===== src/rtl/mux_arb_param_pkg.sv =====
// Shared constants for the registered N:1 mux/arbiter.
// Mode encodings and output FSM states.
package mux_pkg;

    localparam logic MODE_SEL = 1'b0;
    localparam logic MODE_RR  = 1'b1;

    typedef enum logic {
        ST_EMPTY = 1'b0,
        ST_FULL  = 1'b1
    } state_e;

endpackage


===== src/rtl/mux_arb_param_if.sv =====
// Data/handshake bundle between producers, the mux and the consumer.
// slave = mux side, master = environment side.
interface mux_arb_param_if #(
    parameter  int WIDTH    = 2,
    parameter  int CHANNELS = 4,
    localparam int SEL_W    = $clog2(CHANNELS)
);

    logic [WIDTH*CHANNELS-1:0] data_in;
    logic [CHANNELS-1:0]       valid_in;
    logic                      ready_out;
    logic [WIDTH-1:0]          data_out;
    logic                      valid_out;
    logic [SEL_W-1:0]          sel_out;
    logic [CHANNELS-1:0]       pop;

    modport slave (
        input  data_in,
        input  valid_in,
        input  ready_out,
        output data_out,
        output valid_out,
        output sel_out,
        output pop
    );

    modport master (
        output data_in,
        output valid_in,
        output ready_out,
        input  data_out,
        input  valid_out,
        input  sel_out,
        input  pop
    );

endinterface


===== src/rtl/mux_arb_param_rr_arbiter.sv =====
// Combinational round-robin search: first request after 'last',
// wrapping modulo CHANNELS.
module rr_arbiter
    import mux_pkg::*;
#(
    parameter  int CHANNELS = 4,
    localparam int SEL_W    = $clog2(CHANNELS)
) (
    input  logic [CHANNELS-1:0] req,
    input  logic [SEL_W-1:0]    last,
    output logic [CHANNELS-1:0] grant_oh,
    output logic [SEL_W-1:0]    grant_idx,
    output logic                any
);

    logic [SEL_W-1:0] idx;

    always_comb begin
        grant_oh  = '0;
        grant_idx = '0;
        any       = 1'b0;
        idx       = '0;
        for (int k = 1; k <= CHANNELS; k++) begin
            idx = SEL_W'((int'(last) + k) % CHANNELS);
            if (!any && req[idx]) begin
                any            = 1'b1;
                grant_idx      = idx;
                grant_oh[idx]  = 1'b1;
            end
        end
    end

endmodule


===== src/rtl/mux_arb_param.sv =====
// Registered N:1 mux with selector or round-robin grant and a
// single-entry output register under a valid/ready handshake.
module mux_arb_param
    import mux_pkg::*;
#(
    parameter  int WIDTH    = 2,
    parameter  int CHANNELS = 4,
    localparam int SEL_W    = $clog2(CHANNELS)
) (
    input  logic             clk,
    input  logic             reset_L,
    input  logic             mode,
    input  logic [SEL_W-1:0] selector,
    mux_arb_param_if.slave   bus
);

    localparam int NPOW = 1 << SEL_W;

    state_e           state_q, state_d;
    logic [WIDTH-1:0] data_q, data_d;
    logic [SEL_W-1:0] sel_q, sel_d;
    logic [SEL_W-1:0] last_q, last_d;

    logic [CHANNELS-1:0] rr_oh;
    logic [SEL_W-1:0]    rr_idx;
    logic                rr_any;

    logic [NPOW-1:0]     valid_ext;
    logic                load;
    logic                grant;
    logic                take;
    logic [CHANNELS-1:0] g_oh;
    logic [SEL_W-1:0]    g_idx;

    rr_arbiter #(.CHANNELS(CHANNELS)) u_rr (
        .req       (bus.valid_in),
        .last      (last_q),
        .grant_oh  (rr_oh),
        .grant_idx (rr_idx),
        .any       (rr_any)
    );

    // Padding to a power of two makes out-of-range selectors read as idle.
    always_comb begin
        valid_ext = NPOW'(bus.valid_in);
        load      = (state_q == ST_EMPTY) || bus.ready_out;
        g_oh      = '0;
        g_idx     = '0;
        grant     = 1'b0;
        if (mode == MODE_RR) begin
            g_oh  = rr_oh;
            g_idx = rr_idx;
            grant = rr_any;
        end else if (valid_ext[selector]) begin
            g_idx = selector;
            grant = 1'b1;
            for (int i = 0; i < CHANNELS; i++) begin
                g_oh[i] = (SEL_W'(i) == selector);
            end
        end
        take = grant && load && reset_L;
    end

    always_comb begin
        state_d = state_q;
        data_d  = data_q;
        sel_d   = sel_q;
        last_d  = last_q;
        if (load) begin
            if (take) begin
                state_d = ST_FULL;
                data_d  = bus.data_in[int'(g_idx)*WIDTH +: WIDTH];
                sel_d   = g_idx;
                if (mode == MODE_RR) begin
                    last_d = g_idx;
                end
            end else begin
                state_d = ST_EMPTY;
            end
        end
    end

    always_ff @(posedge clk) begin
        if (!reset_L) begin
            state_q <= ST_EMPTY;
            data_q  <= '0;
            sel_q   <= '0;
            last_q  <= SEL_W'(CHANNELS - 1);
        end else begin
            state_q <= state_d;
            data_q  <= data_d;
            sel_q   <= sel_d;
            last_q  <= last_d;
        end
    end

    assign bus.data_out  = data_q;
    assign bus.valid_out = (state_q == ST_FULL);
    assign bus.sel_out   = sel_q;
    assign bus.pop       = take ? g_oh : '0;

endmodule


===== src/flat_wrapper.sv =====
// flat-port wrapper written by rule: the top's interface ports become plain ports
module mux_arb_param_flat import mux_pkg::*;
#(
    parameter  int WIDTH    = 2,
    parameter  int CHANNELS = 4,
    localparam int SEL_W    = $clog2(CHANNELS)
)
  (clk, reset_L, mode, selector, bus_data_in, bus_valid_in, bus_ready_out, bus_data_out, bus_valid_out, bus_sel_out, bus_pop);
  mux_arb_param_if #(.WIDTH(WIDTH), .CHANNELS(CHANNELS)) bus_i ();
  input  logic clk;
  input  logic reset_L;
  input  logic mode;
  input  logic [SEL_W-1:0] selector;
  input wire logic [$bits(bus_i.data_in)-1:0] bus_data_in;
  input wire logic [$bits(bus_i.valid_in)-1:0] bus_valid_in;
  input wire logic [$bits(bus_i.ready_out)-1:0] bus_ready_out;
  output wire logic [$bits(bus_i.data_out)-1:0] bus_data_out;
  output wire logic [$bits(bus_i.valid_out)-1:0] bus_valid_out;
  output wire logic [$bits(bus_i.sel_out)-1:0] bus_sel_out;
  output wire logic [$bits(bus_i.pop)-1:0] bus_pop;
  assign bus_i.data_in = bus_data_in;
  assign bus_i.valid_in = bus_valid_in;
  assign bus_i.ready_out = bus_ready_out;
  assign bus_data_out = bus_i.data_out;
  assign bus_valid_out = bus_i.valid_out;
  assign bus_sel_out = bus_i.sel_out;
  assign bus_pop = bus_i.pop;
  mux_arb_param #(.WIDTH(WIDTH), .CHANNELS(CHANNELS)) u_core (.clk(clk), .reset_L(reset_L), .mode(mode), .selector(selector), .bus(bus_i));
endmodule

===== config.mk =====
export PLATFORM = sky130hd
export DESIGN_NAME = mux_arb_param_flat
export DESIGN_NICKNAME = d
export VERILOG_FILES = /design/src/rtl/mux_arb_param_pkg.sv /design/src/rtl/mux_arb_param_if.sv /design/src/rtl/mux_arb_param_rr_arbiter.sv /design/src/rtl/mux_arb_param.sv /design/src/flat_wrapper.sv
export SDC_FILE = /design/constraint.sdc
export NUM_CORES = 1
export LEC_CHECK = 0
export ABC_CLOCK_PERIOD_IN_PS = 5680
export CAP_MARGIN = 30
export CELL_PAD_IN_SITES_DETAIL_PLACEMENT = 0
export CELL_PAD_IN_SITES_GLOBAL_PLACEMENT = 1
export CORE_MARGIN = 8
export CORE_UTILIZATION = 25
export DETAILED_ROUTE_END_ITERATION = 10
export GPL_ROUTABILITY_DRIVEN = 1
export PLACE_DENSITY_LB_ADDON = 0.1
export SLEW_MARGIN = 10
export SYNTH_ARGS = -nofsm -noshare
export SYNTH_HDL_FRONTEND = slang
export SYNTH_HIERARCHICAL = 1
export SYNTH_SLANG_ARGS = --single-unit
export TNS_END_PERCENT = 10

===== constraint.sdc =====
create_clock -name clk -period 5.68 [get_ports clk]
set_input_delay 0.852 -clock clk [delete_from_list [all_inputs] [get_ports clk]]
set_output_delay 0.852 -clock clk [all_outputs]
set_load 0.05 [all_outputs]

After elaboration in Yosys (flattened, before gate mapping)
Cells that the tools add are included.
{"block": "totals", "register_bits": 7, "input_bits": 18, "out_inout_bits": 9, "word_cells": 79}
{"block": "op_classes", "addsub": 4, "n_lt_le_gt_ge": 9, "n_eq_ne": 3, "n_shift": 1, "mux": 38, "bitwise_logic": 4, "n_reduce_logical": 16}
{"operator": "4-bit 2-to-1 mux", "n": 7}
{"operator": "1-bit 2-to-1 mux", "n": 16}
{"operator": "2-bit by 3-bit less-than comparator with 1-bit output, second input constant", "n": 5}
{"operator": "2-bit 2-to-1 mux", "n": 6}
{"operator": "4-bit bitwise OR", "n": 3}
{"operator": "1-bit binary-select mux with 2-bit select", "n": 5}
{"operator": "1-bit logical AND", "n": 9}
{"operator": "1-bit demux with 2-bit select", "n": 4}
{"operator": "2-bit by 1-bit greater-or-equal comparator with 1-bit output, second input constant", "n": 4}
{"operator": "8-bit by 4-bit variable part select with 2-bit output", "n": 1}
{"operator": "2-bit by 1-bit adder with 2-bit output, second input constant", "n": 2}
{"operator": "2-bit adder, second input constant", "n": 2}
{"operator": "2-bit equality test, first input constant", "n": 2}
{"operator": "1-bit logical NOT", "n": 3}
{"operator": "3-bit AND reduction", "n": 1}
{"operator": "1-bit by 2-bit equality test with 1-bit output, first input constant", "n": 1}
{"operator": "2-bit logical NOT", "n": 1}
{"operator": "2-bit AND reduction", "n": 1}
{"operator": "1-bit logical OR", "n": 1}
{"operator": "1-bit inverter", "n": 1}

Longest topological paths before layout
{"block": "logic_depth", "depth_word": 17, "mapped_depth": 12, "ltp_nobuf": 10}

Modules after synthesis
Netlist, hierarchy kept.
{"module": "mux_arb_param", "n_inst": 1, "cells_per_inst": 65, "area_per_inst_um2": 556.8, "seq_area_each_um2": 140.1}
{"module": "rr_arbiter", "n_inst": 1, "cells_per_inst": 68, "area_per_inst_um2": 525.5, "seq_area_each_um2": 0.0}

Worst setup path before layout
OpenSTA, ideal clock, no wires.
{"block": "synth_timing", "path_kind": "input port to output port", "start": "in bus_valid_in[0]", "end": "out bus_pop[0]", "arrival_time_ns": 2.611, "setup_slack_ns": 2.217, "path_stages": 6, "cell_sequence": "buf_6 mux4_2 a211oi_4 a221o_1 a21oi_1 nor2_1"}
{"block": "synth_between", "word_cells_on_any_way": 34, "cone_classes": "23 x mux; 3 x bitwise; 8 x reduce/logical"}
{"item": "start: declaration", "line": "flat_wrapper.sv:15", "rtl": "input wire logic [$bits(bus_i.valid_in)-1:0] bus_valid_in;"}
{"item": "1-bit binary-select mux with 2-bit select", "line": "mux_arb_param_rr_arbiter.sv:25", "rtl": "if (!any && req[idx]) begin"}
{"item": "1-bit 2-to-1 mux (not written as such)", "line": "mux_arb_param_rr_arbiter.sv:25"}
{"item": "1-bit 2-to-1 mux", "line": "mux_arb_param_rr_arbiter.sv:25"}
{"item": "1-bit logical NOT", "line": "mux_arb_param_rr_arbiter.sv:25"}
{"item": "1-bit logical AND", "line": "mux_arb_param_rr_arbiter.sv:25"}
{"item": "1-bit 2-to-1 mux", "line": "mux_arb_param_rr_arbiter.sv:25"}
{"item": "1-bit logical NOT", "line": "mux_arb_param_rr_arbiter.sv:25"}
{"item": "1-bit logical AND", "line": "mux_arb_param_rr_arbiter.sv:25"}
{"item": "1-bit 2-to-1 mux", "line": "mux_arb_param_rr_arbiter.sv:25"}
{"item": "1-bit logical NOT", "line": "mux_arb_param_rr_arbiter.sv:25"}
{"item": "1-bit logical AND", "line": "mux_arb_param_rr_arbiter.sv:25"}
{"item": "4-bit 2-to-1 mux *", "line": "mux_arb_param_rr_arbiter.sv:25"}
{"item": "via u_core.rr_oh[0]", "line": "mux_arb_param.sv:24", "rtl": "logic [CHANNELS-1:0] rr_oh;"}
{"item": "4-bit 2-to-1 mux *", "line": "mux_arb_param.sv:50", "rtl": "if (mode == MODE_RR) begin"}
{"item": "4-bit 2-to-1 mux *", "line": "mux_arb_param.sv:100", "rtl": "assign bus.pop = take ? g_oh : '0;"}
{"item": "end: declaration", "line": "flat_wrapper.sv:20", "rtl": "output wire logic [$bits(bus_i.pop)-1:0] bus_pop;"}
The timed path passes the listed nets; every way through them passes the cells marked *. The select of a mux whose other input is x is not followed.

Worst setup path in the final report
{"block": "layout_timing", "start": "in bus_valid_in[2]", "end": "out bus_pop[1]"}
The elaborated chain is that of the path after synthesis.

==> flow_metrics.py <==
metrics = {
    "finish": {
        "diodes": 0,
        "instances_no_fill": 208,
        "drive_gt1_share_pct": 12.18,
        "areaGrowthSynthToFinish_pct": 28.79,
        "fin_nets": 183,
    },
    "clock_network": {
        "cts_inserted_buffers": 3,
        "cts_hold_buf": 0,
        "cts_tree": "done",
        "clock_tree.root_cell": "clkbuf_8",
        "postCtsResizedCells": 0,
        "clk_pin_slew_ps": 40,
        "worstSkewPairLatency_ps": 230,
        "clock_path_buffers": 2,
        "cts_post_setup_buffers_inserted": 0,
        "cts.htree.levels": 1,
        "numClockSinks": 7,
    },
    "yosys": {
        "synth.net_count": 159,
        "synth_area_sq_um": 1082,
        "synth_cell_type_count": 51,
        "avgSynthCellArea_sq_um": 8.138,
        "yosysSeqAreaShare_pct": 12.95,
        "synth_cells": 133,
        "ys_ff_latch": 7,
        "yosys_warnings": 6,
    },
    "critical_path": {
        "start_kind": "input port",
        "worstPathArrival_ps": 3720,
        "cp_data_required_time_ps": 4830,
        "cp-startpoint": "bus_valid_in[2]",
        "crit_fanout": 13,
        "critical_path.max_stage_delay_ps": 820,
        "cp_common_cell": "clkdlybuf4s50_1",
        "critPathKind": "in2out",
        "cpMaxStageDelayCell": "clkdlybuf4s50_1",
        "crit_path_end_kind": "primary output",
        "crit_chain": "clkdlybuf4s50_1 -> or3b_1 -> o21ai_1 -> a21oi_1 -> o22ai_2 -> a221o_1 -> a2bb2oi_1 -> nor2_1 -> clkdlybuf4s50_1",
        "crit-reg2reg-launch": "u_core/last_q[1]$_SDFFE_PN1P_",
    },
    "timing": {
        "setup_tns_ps": 0,
        "fin_crit_ps": 4567,
        "clock_skew_ps": 5.587,
        "period_share_pct": 80.41,
        "max_freq_mhz": 219.0,
        "relSlewSlack_pct": 62.12,
        "tightestPinTransition_ps": 566.5,
        "setup_viol": 0,
        "report.final.slew_viol_count": 0,
        "rsz0062_at_grt": "false",
        "final_hold_viol_count": 0,
    },
    "global_route": {
        "grt_max_degree": 18,
        "antenna_found_initial": 0,
        "grt_pass1_wl_mm": 5.257,
        "grt_pass1_vias": 1058,
        "grt-ovfl-total": 0,
        "track_usage_pct": 9.852,
    },
    "flow_run": {
        "maxCapViolCount": 0,
    },
    "routing": {
        "final_antenna_net_count": 0,
        "routed_wl_mm": 3.234,
        "firstDrtPassIters": 4,
        "routedWlPerCell_microns": 15.55,
        "drtIter0Drc": 106,
        "route.vias.total": 1087,
        "routed_via_density": 5.226,
        "drc": 0,
    },
    "placed_design": {
        "gp_congestion": 0.8037,
        "placed_cells": 204,
        "port_buffers": 26,
        "hpwl_mm": 2.503,
    },
    "power": {
        "p_leak_nw": 0.5396,
        "power-per-cell-area_nw_per_um2": 198.2,
        "vdd_drop_max_mv": 0.09451,
    },
    "floorplanning": {
        "floorplan.core_area_sq_um": 4264,
        "ios": 27,
        "fp.dieH_microns": 81.80,
        "num_rows": 24,
        "die_area_sq_um": 6690,
        "start_util_pct": 25.38,
        "die_w_microns": 81.80,
    },
    "worst_hold_path": {
        "hp-class": "reg2reg",
        "worstHoldStart": "u_core/bus.data_out[1]$_SDFFE_PN0P_",
    },
    "outcome": {
        "outcome": "finished clean",
    },
}
[worst max-delay path, delay by kind of cell]
| family | cells | cell delay [ps] |
|---|---|---|
| AO/OA/AOI/OAI | 5 | 730 |
| buffers and inverters | 2 | 1580 |
| AND/OR/NAND/NOR | 2 | 540 |
[layout by cell type, fill, tap and decap left out, types with 3 or more instances in the layout]
cell type        count
a21oi_1              3
a221o_1              4
a221oi_1             5
a31oi_1              4
and2_1               4
clkbuf_8             3
clkdlybuf4s50_1     26
dfxtp_1              7
ha_1                 8
inv_1                7
mux2i_1              4
nand2_1             17
nor2_1              11
o21ai_0              4
o21ai_1              5
[final timing paths]
kind,to,slack [ps],cells past startpoint
worst max register to register,u_core/bus.data_out[1]$_SDFFE_PN0P_,2750,10
worst min register to register,u_core/bus.data_out[1]$_SDFFE_PN0P_,490,2
worst max-delay path,bus_pop[1],1110,9
worst min-delay path,u_core/bus.data_out[1]$_SDFFE_PN0P_,490,2
[report_power, final]
group	leakage (nW)	internal [mW]	total [mW]	switching [mW]
registers	0.0580	0.0548	0.0590	0.00423
logic	0.456	0.0611	0.148	0.0872
clock network	0.0255	0.0475	0.0689	0.0215
[registers in the layout (all words and copies together) (netlist names)]
register and count:
u_core/last_q 2, u_core/bus.sel_out 2, u_core/bus.data_out 2, u_core/bus.valid_out 1
[cells in the mapped netlist, drive strengths merged]
| cell type | count | area, sq um |
|---|---|---|
| nand2 | 17 | 63.81 |
| nor2 | 12 | 47.55 |
| o21ai | 9 | 45.04 |
| ha | 8 | 100.1 |
| inv | 8 | 30.03 |
| buf | 7 | 62.56 |
| dfxtp | 7 | 140.1 |
| a221oi | 6 | 58.80 |
| mux2i | 6 | 76.32 |
| a21oi | 5 | 32.53 |
| a221o | 4 | 40.04 |
| a31oi | 4 | 25.02 |
| and2 | 4 | 25.02 |
| a211o | 2 | 17.52 |
| a211oi | 2 | 27.53 |
| a21boi | 2 | 15.01 |
| a32oi | 2 | 17.52 |
| nand2b | 2 | 12.51 |
| nor2b | 2 | 12.51 |
| o211a | 2 | 20.02 |
| o211ai | 2 | 28.78 |
| o31a | 2 | 18.77 |
| o32ai | 2 | 17.52 |
| a2bb2oi | 1 | 8.760 |
| and3 | 1 | 7.510 |
| clkbuf | 1 | 5.000 |
| mux4 | 1 | 22.52 |
| nand3 | 1 | 5.000 |
| nand4 | 1 | 6.260 |
| nor3 | 1 | 5.000 |
| nor4 | 1 | 6.260 |
| nor4b | 1 | 8.760 |
| o21a | 1 | 7.510 |
| o22a | 1 | 8.760 |
| o22ai | 1 | 12.51 |
| o31ai | 1 | 21.27 |
| or2 | 1 | 6.260 |
| or2b | 1 | 7.510 |
| or3b | 1 | 8.760 |
[cells by family after synthesis]
group	share of synthesized area, %
compound gates	39.08
mux	9.133
buf+inv	9.017
flops	12.95
simple gates	20.58
fa+ha+maj	9.249
[metrics by stage]
step	hold WS [ps]	power, mW	cell area [sq um]	setup slack (ps)	utilization [%]
final	493.0	0.2763	1394	1113	32.69
after global routing	511.8	0.2968	1394	914.7	32.69
after CTS	496.4	0.2781	1394	1134	32.69
after detailed placement	477.9	0.2074	1348	1158	31.60
after global placement	474.1	0.2084	1348	1164	31.60
after floorplan	689.1	0.1670	1082	2217	-
[cell type report]
type / count / area (sq um)
Clock buffer: 3 / 41.29
Clock inverter: 1 / 5.005
Fill cell: 459 / 2870
Inverter: 8 / 30.03
Multi-Input combinational cell: 110 / 844.6
Sequential cell: 7 / 140.1
Tap cell: 52 / 65.06
Timing Repair Buffer: 27 / 267.8
[layer usage]
layer | global-route usage, % | up-vias | part of all wire [%]
met5 | 0 | - | 0
met4 | 1.053 | 0 | 0
met3 | 3.063 | 0 | 6.7
met2 | 14.21 | 23 | 43
met1 | 14.29 | 515 | 50
li1 | - | 549 | -
No activity file was read; power rests on OpenSTA's default activity.
